$ cat config.mk
export PLATFORM = sky130hd
export DESIGN_NAME = udp_tx_arb
export DESIGN_NICKNAME = d
export VERILOG_FILES = /design/src/rtl/udp_tx_arb.sv
export SDC_FILE = /design/constraint.sdc
export NUM_CORES = 1
export LEC_CHECK = 0
export CAP_MARGIN = 20
export CORE_MARGIN = 1
export CORE_UTILIZATION = 54
export CTS_CLUSTER_DIAMETER = 40
export DETAILED_ROUTE_END_ITERATION = 6
export PLACE_DENSITY = 0.86
export SETUP_SLACK_MARGIN = 0.3
export SKIP_LAST_GASP = 1
export SYNTH_ARGS = -nofsm -noshare
export SYNTH_HDL_FRONTEND = slang
export SYNTH_SLANG_ARGS = --single-unit
export TNS_END_PERCENT = 5
$ cat constraint.sdc
create_clock -name clk -period 4.4 [get_ports clk]
set_input_delay 0.66 -clock clk [delete_from_list [all_inputs] [get_ports clk]]
set_output_delay 0.66 -clock clk [all_outputs]
set_load 0.005 [all_outputs]
$ cat src/rtl/udp_tx_arb.sv
// udp_tx_arb: round-robin transmit scheduler between per-channel frame packers
// and the UDP transmit engine, with optional channel/sequence header word.
module udp_tx_arb #(
  parameter int CH_NUM      = 2,
  parameter int HDR_EN      = 1,
  parameter int IFG_CYC     = 12,
  parameter int TIMEOUT_CYC = 65535
) (
  input  logic                  clk,
  input  logic                  rst_n,
  input  logic [CH_NUM-1:0]     ch_start_en,
  input  logic [16*CH_NUM-1:0]  ch_byte_num,
  input  logic [32*CH_NUM-1:0]  ch_data,
  output logic [CH_NUM-1:0]     ch_req,
  output logic [CH_NUM-1:0]     ch_done,
  output logic [CH_NUM-1:0]     ch_err,
  output logic                  tx_start_en,
  output logic [15:0]           tx_byte_num,
  output logic [31:0]           tx_data,
  input  logic                  tx_req,
  input  logic                  tx_done
);
  // state     | meaning
  // IDLE      | waiting for a pending channel, grant on the first one found
  // START     | one-cycle tx_start_en, arms the timeout
  // WAIT_DONE | steering tx_req/tx_data to the granted channel
  // GAP       | inter-frame gap, IFG_CYC+1 cycles
  typedef enum logic [1:0] {IDLE, START, WAIT_DONE, GAP} state_t;

  localparam int GW   = (CH_NUM > 1) ? $clog2(CH_NUM) : 1;
  localparam int TMAX = (TIMEOUT_CYC > IFG_CYC) ? TIMEOUT_CYC : IFG_CYC;
  localparam int TW   = $clog2(TMAX + 1);

  state_t          state, state_nxt;
  logic [GW-1:0]   gnt, sel, cand;
  logic            sel_vld;
  int              idx;
  logic [CH_NUM-1:0] pend;
  logic [15:0]     len      [CH_NUM];
  logic [7:0]      seq      [CH_NUM];
  logic [15:0]     len_in   [CH_NUM];
  logic [31:0]     ch_word  [CH_NUM];
  logic [TW-1:0]   tmr;
  logic            hdr_pend, hdr_cyc, rd_vld;
  logic [31:0]     data_hold;

  always_comb begin
    for (int i = 0; i < CH_NUM; i++) begin
      len_in[i]  = ch_byte_num[16*i +: 16];
      ch_word[i] = ch_data[32*i +: 32];
    end
  end

  // gnt doubles as the round-robin pointer; walking down leaves the nearest hit above it
  always_comb begin
    sel_vld = 1'b0;
    sel     = gnt;
    idx     = 0;
    cand    = '0;
    for (int k = CH_NUM; k >= 1; k--) begin
      idx  = (int'(gnt) + k) % CH_NUM;
      cand = GW'(idx);
      if (pend[cand]) begin
        sel_vld = 1'b1;
        sel     = cand;
      end
    end
  end

  always_comb begin
    state_nxt   = state;
    tx_start_en = 1'b0;
    ch_req      = '0;
    ch_done     = '0;
    ch_err      = '0;
    case (state)
      IDLE:  if (sel_vld) state_nxt = START;
      START: begin
        tx_start_en = 1'b1;
        state_nxt   = WAIT_DONE;
      end
      WAIT_DONE: begin
        ch_req[gnt] = tx_req && !hdr_pend;
        if (tx_done) begin
          ch_done[gnt] = 1'b1;
          state_nxt    = GAP;
        end else if (tmr == '0) begin
          ch_err[gnt] = 1'b1;
          state_nxt   = GAP;
        end
      end
      GAP:     if (tmr == '0) state_nxt = IDLE;
      default: state_nxt = IDLE;
    endcase
  end

  // Data is valid the cycle after a consumed request; otherwise hold the last word
  assign tx_data = !rd_vld ? data_hold :
                   hdr_cyc ? {16'h5AA5, 8'(gnt), seq[gnt]} : ch_word[gnt];

  always_ff @(posedge clk or negedge rst_n) begin
    if (!rst_n) begin
      state       <= IDLE;
      gnt         <= GW'(CH_NUM - 1);
      pend        <= '0;
      tmr         <= '0;
      hdr_pend    <= 1'b0;
      hdr_cyc     <= 1'b0;
      rd_vld      <= 1'b0;
      data_hold   <= '0;
      tx_byte_num <= '0;
      for (int i = 0; i < CH_NUM; i++) begin
        len[i] <= '0;
        seq[i] <= '0;
      end
    end else begin
      state <= state_nxt;
      for (int i = 0; i < CH_NUM; i++) begin
        if (ch_start_en[i] && !pend[i] && len_in[i] != 16'd0) begin
          pend[i] <= 1'b1;
          len[i]  <= len_in[i];
        end
      end
      if (state == IDLE && sel_vld) begin
        pend[sel]   <= 1'b0;
        gnt         <= sel;
        tx_byte_num <= (HDR_EN != 0) ? len[sel] + 16'd4 : len[sel];
      end
      case (state)
        START: tmr <= TW'(TIMEOUT_CYC - 1);
        WAIT_DONE: begin
          if (tx_done || tmr == '0) tmr <= TW'(IFG_CYC);
          else                      tmr <= tmr - TW'(1);
        end
        GAP:     if (tmr != '0) tmr <= tmr - TW'(1);
        default: ;
      endcase
      if (state == WAIT_DONE && tx_done) seq[gnt] <= seq[gnt] + 8'd1;
      if (state == START)                    hdr_pend <= (HDR_EN != 0);
      else if (state == WAIT_DONE && tx_req) hdr_pend <= 1'b0;
      hdr_cyc <= (state == WAIT_DONE) && tx_req && hdr_pend;
      rd_vld  <= (state == WAIT_DONE) && tx_req;
      if (rd_vld) data_hold <= tx_data;
    end
  end

endmodule

## Word level (Yosys, flattened, before mapping)

Cells that the tools add are included.

| cells by class | value |
|---|---|
| $lt $le $gt $ge | 9 |
| reductions and logical operators | 25 |
| muxes and demuxes | 46 |
| bitwise operators | 5 |
| $add $sub $neg | 5 |
| equal/unequal tests | 7 |

Operators by type and width:

| operator | count |
|---|---|
| 2-to-1 mux 32 bit | 5 |
| 2-to-1 mux 16 bit | 5 |
| case mux 16 bit (3 select lines) | 1 |
| nonzero test 16 bit | 3 |
| 2-to-1 mux 8 bit | 4 |
| 2-to-1 mux 2 bit | 11 |
| adder 16 x 3 -> 16 bit, second input constant | 1 |
| bitwise mux 16 bit | 1 |
| zero test 16 bit | 1 |
| subtractor 16 x 1 -> 16 bit, second input constant | 1 |
| 2-to-1 mux 1 bit | 15 |
| logical AND 1 bit | 12 |
| adder 8 x 1 -> 8 bit, second input constant | 1 |
| demux 8 bit (select 1 bit) | 1 |
| < comparator 1 x 2 -> 1 bit, second input constant | 4 |
| case mux 2 bit (4 select lines) | 1 |
| != test 2 bit, second input constant | 3 |
| AND 2 bit | 2 |
| equality test 2 bit, second input constant | 2 |
| >= comparator 2 bit, second input constant | 2 |
| NOT 1 -> 2 bit | 2 |
| zero test 1 bit | 3 |
| != test 3 bit, second input constant | 1 |
| AND reduction 3 bit | 1 |
| other kinds (11) | 14 |

| word-level totals | value |
|---|---|
| output and inout port bits | 55 |
| word-level logic and storage cells | 110 |
| flip-flop bits (word level) | 120 |
| input port bits | 102 |

## Logic depth before layout (Yosys ltp)

| logic depth | value |
|---|---|
| depth after elaboration | 12 |
| depth in mapped cells | 12 |
| depth with buffers taken out | 9 |

## Worst setup path after synthesis

Ideal clock, no wire load.

| timing path | value |
|---|---|
| path kind | register to register |
| start point | register pend[1] |
| end point | register tx_byte_num[12] |
| setup time | 0.126 ns |
| arrival time | 2.644 ns |
| period minus slack after synthesis | 2.770 ns |
| path buffers | 3 |
| slack | 1.630 ns |
| stages on the path, launching flop included | 13 |
| cell sequence | dfrtp_1 buf_2 or2_1 nand2_1 buf_4 buf_2 mux2_2 ha_1 nand2_1 nor2_1 a32oi_1 nor3_1 a221o_1 |

| on the way | value |
|---|---|
| word-level cells in the longest chain between the ends | 9 |
| elaborated cells on any way between the ends | 14 |
| those cells by class | add/sub: 1; mux: 11; bitwise: 1; reduce/logical: 1 |

Ends and longest elaborated chain:

| element | line | text |
|---|---|---|
| start, declared | 38 | `logic [CH_NUM-1:0] pend;` |
| start signal, assigned | 105 | `pend <= '0;` |
| start signal, assigned by index | 120 | `pend[i] <= 1'b1;` |
| start signal, assigned by index | 125 | `pend[sel] <= 1'b0;` |
| 2-to-1 mux 1 bit (implied by the code) (2 in series) | 63 | `if (pend[cand]) begin` |
| 2-to-1 mux 1 bit (2 in series) | 63 |  |
| NOT 1 -> 2 bit | n/a |  |
| 2-to-1 mux 16 bit | n/a |  |
| 2-to-1 mux 16 bit (implied by the code) (2 in series) | 127 | `tx_byte_num <= (HDR_EN != 0) ? len[sel] + 16'd4 : len[sel];` |
| adder 16 x 3 -> 16 bit | 127 |  |
| end signal, assigned | 127 |  |
| end, declared | 18 | `output logic [15:0] tx_byte_num,` |

Parallel ways exist; a longest one is shown, timed or not. The select of a mux whose other input is x is not followed.
A chain may end at the register's enable or synchronous reset.

## Final worst setup path

| timing path | value |
|---|---|
| start point | register gnt |
| end point | output tx_data[1] |

| on the way | value |
|---|---|
| word-level cells in the longest chain between the ends | 6 |
| elaborated cells on any way between the ends | 9 |
| those cells by class | mux: 8; bitwise: 1 |

Ends and longest elaborated chain:

| element | line | text |
|---|---|---|
| start, declared | 35 | `logic [GW-1:0] gnt, sel, cand;` |
| start signal, assigned | 104 | `gnt <= GW'(CH_NUM - 1);` |
| start signal, assigned | 126 | `gnt <= sel;` |
| NOT 1 -> 2 bit (implied by the code) * | 99 | `hdr_cyc ? {16'h5AA5, 8'(gnt), seq[gnt]} : ch_word[gnt];` |
| 2-to-1 mux 32 bit (implied by the code) / 2-to-1 mux 8 bit (equally long branches) (3 in series) | 99 |  |
| 2-to-1 mux 32 bit * | 99 |  |
| 2-to-1 mux 32 bit * | 98 | `assign tx_data = !rd_vld ? data_hold :` |
| end, declared | 19 | `output logic [31:0] tx_data,` |

Mark *: on every way between the ends. The rest lies on a longest branch, timed or not. The select of a mux whose other input is x is not followed.

==> summary.md <==
| Metric | Value |
|---|---|
| Vias/cell | ~6.1 |
| Syn nets | 740 |
| Remaining antenna violation count | 0 |
| Max cap viols | 0 |
| Most frequent cell after synthesis | dfrtp_1 |
| Reg2Reg Setup Slack | 1.24 ns |
| PwrDens | between 700 and 800 mW/mm2 |
| Clk_skew | around 0.010 ns |
| Peak VDD IR | 0.0003659 V |
| Initial core utilization | roughly 56% |
| Htree depth | 4 |
| Yosys top cell by area | dfrtp_1 |
| Min-Delay Path Class | in2async |
| Final-layout fill cell count | 761 |
| Failing checks | DRC |
| Worst Setup Path Type | reg2out |
| Antenna diodes | 0 |
| CTS tree | built |
| Initial antenna violation count | 0 |
| First-pass GRT wire length | between 20000 and 30000 um |
| TritonRoute pass-1 iters | 7 |
| Synthesized area | ~0.0065 mm2 |
| Compound-gate portion of the synthesized area | between 10% and 20% |
| Clock buffer depth | 2 |
| Sum Neg Setup Slack | 0 ns |
| Final WL | roughly 18000 um |
| Unrepaired setup endpoints after global routing | no |
| DRC viols | 20 |
| Async SR Flop Fraction | between 90% and 100% |
| Iter 0 DRT Violations | 658 |
| Reg2Reg Depth | 9 |
| Final worst path period share | about four fifths |
| Syn. warnings | 0 |
| Largest net degree at the start of global routing | 64 |
| # clock sinks | 120 |
| Synth Flop Type | dfrtp_1 |
| Slew Viols, Final | 0 |
| Flops & latches, synth | between 100 and 150 |
| Fraction of final layout cells sized beyond drive strength 1 | between 10 and 15% |
| CP arrival | just under 3 ns |
| Row Count | 39 |
| Die Y-Extent | between 100 and 150 um |
| CP startpoint kind | flop |
| Hold_buf cts | 0 |
| Overall Global Routing Usage | between 30% and 40% |
| Synth Area in Adders | between 1 and 1.5% |
| Unique masters post-synth | 62 |
| Clk_lat worst skew | about 0.42 ns |
| Vias in the first global route | between 5000 and 6000 |
| Worst r2r dst | tx_byte_num[12]$_DFFE_PN0P_ |
| Reg2reg start | gnt$_DFFE_PN1P_ |
| Clock transition at path regs | approximately 0.06 ns |
| Post-DP HPWL | between 10000 and 15000 um |
| WL/cell | 19.46 um |
| Post-CTS Setup Inserts | 0 |
| Post-synthesis simple-gate area fraction | about an eighth |
| Synth top area share | approximately 46% |
| Area of the die | around 0.012 mm2 |
| Post-synth EDFFs | 0 |
| Slew @ Worst Pin | about 0.98 ns |
| Post-synth top cells | dfrtp_1, mux2_2, nand2_1 |
| Crit path time final | roughly 3.6 ns |
| Final hold violation count | 0 |
| TritonCTS buffer count | 17 |
| Ports | around 160 |
| Max FO, Critical Path | 29 |
| Post-CTS resize count | 0 |
| Mapped Cells | 631 |
| Routability cong. | 0.9421 |
| Xor/xnor share of the synthesized area | roughly 2.6% |
| Layout area overhead | 35.43% |
| Max Fclk | between 200 and 300 MHz |
| Die W | between 100 and 150 um |
| Main combinational cell family by area after synthesis | multiplexers |
| Leading post-synthesis cells by cell area | dfrtp_1, mux2_2, mux2i_1 |
| Avg Inst Size Synth | approximately 10 um2 |
| Sequential area share after synthesis | between 40 and 50% |
| IO Port Bufs | between 150 and 200 |
| Status | finished, violations left |
| Core region area | 0.01156 mm2 |
| Design Power | about 6.7 mW |
| Slew headroom | 34.47% |
| Vias | 5734 |
| CP Capture Type | output port |
| Pleak | ~3.7 nW |
| Crit path required time | 3.74 ns |
| Nets | ~900 |
| CTS root buf | clkbuf_16 |
| Mux contribution to synthesized area | about 17% |
| # setup viols final | 0 |
| GRT overflow | 0 |
## flip-flops by register name (all words and copies together) (netlist names)
register     cells
pend             2
tmr             16
len             32
rd_vld           1
gnt              1
hdr_pend         1
state            2
hdr_cyc          1
tx_byte_num     16
data_hold       32
seq             16
## layout by cell type (no fill, tap or decap), types with 3 or more instances in the layout
master,instances
and3_1,9
mux2i_1,38
a32oi_1,4
xor2_1,9
a31oi_1,7
nor4_1,12
nand4_1,7
dfrtp_1,118
nor2_1,29
a211o_1,3
a21boi_0,3
o22ai_1,32
clkbuf_16,17
ha_1,7
a21oi_1,33
xnor2_1,10
nor2b_1,7
inv_1,28
nand3_1,13
o21ai_0,34
a21oi_2,3
clkinvlp_4,4
o211ai_1,4
a211oi_1,4
a2bb2oi_1,5
bufinv_16,4
inv_6,3
nand2_1,56
o22a_1,3
mux2_2,57
or3_1,3
buf_4,11
clkdlybuf4s50_1,155
o31ai_1,3
mux4_2,5
nor3_1,12
## layer usage
metal / vias to the layer above / track usage (%) / routed length, um
met2: 288 / 51.22 / 8985
met1: 2764 / 38.49 / 7174
met4: 0 / 12.34 / 512
li1: 2640 / - / -
met3: 42 / 6.859 / 1582
met5: - / 0 / 0
## stage by stage
| step | instances | setup slack [ns] | utilization [%] | hold slack [ns] | area, um2 |
|---|---|---|---|---|---|
| after detailed placement | 905 | 1.210 | 70.58 | 0.4720 | 8163 |
| after CTS | 937 | 0.7772 | 76.07 | 0.3745 | 8797 |
| after global placement | 905 | 1.305 | 70.58 | 0.4624 | 8163 |
| after floorplan | 631 | 1.630 | - | 0.3644 | 6501 |
| final | 938 | 0.8157 | 76.13 | 0.3472 | 8805 |
| after global routing | 938 | 0.6365 | 76.13 | 0.4233 | 8805 |
## logic make-up after synthesis
| logic type | count (synthesis) |
|---|---|
| buffers and inverters | 62 |
| DFF | 120 |
| muxes | 100 |
| AOI/OAI and AO/OA | 157 |
| and+or+nand+nor | 166 |
| adders and majority gates | 7 |
| xor gates and xnor gates | 19 |
## area by class of cell
type / count / area [um2] / area share (%)
multi-input cells: 449 / 3247 / 36.88
flip-flops and latches: 120 / 3005 / 34.13
repair buffers: 166 / 1634 / 18.56
clock buffers: 18 / 439.2 / 4.988
clock inverters: 14 / 195.2 / 2.217
well taps: 143 / 178.9 / 2.032
inverters: 28 / 105.1 / 1.194
## report_power, final
group	internal, mW	switching (mW)
registers	1.62	0.499
clock network	0.966	0.519
logic	1.58	1.51
total	4.17	2.53
## worst max-delay path by stage
stage | start | end | depth (start not counted)
after floorplan | pend[1]$_DFF_PN0_ | tx_byte_num[12]$_DFFE_PN0P_ | 12
after global placement | gnt$_DFFE_PN1P_ | tx_data[4] | 5
after detailed placement | gnt$_DFFE_PN1P_ | tx_data[1] | 5
after CTS | gnt$_DFFE_PN1P_ | tx_data[1] | 5
after global routing | gnt$_DFFE_PN1P_ | tx_data[4] | 5
final | gnt$_DFFE_PN1P_ | tx_data[1] | 5
## critical path, cell delays in order, from the launching register on
cell             delay [ns]
dfstp_2                0.94
buf_4                  0.46
mux2i_1                0.25
o21ai_0                0.12
mux2_2                 0.30
clkdlybuf4s50_1        0.45
Power figures use the tool's default switching activity.
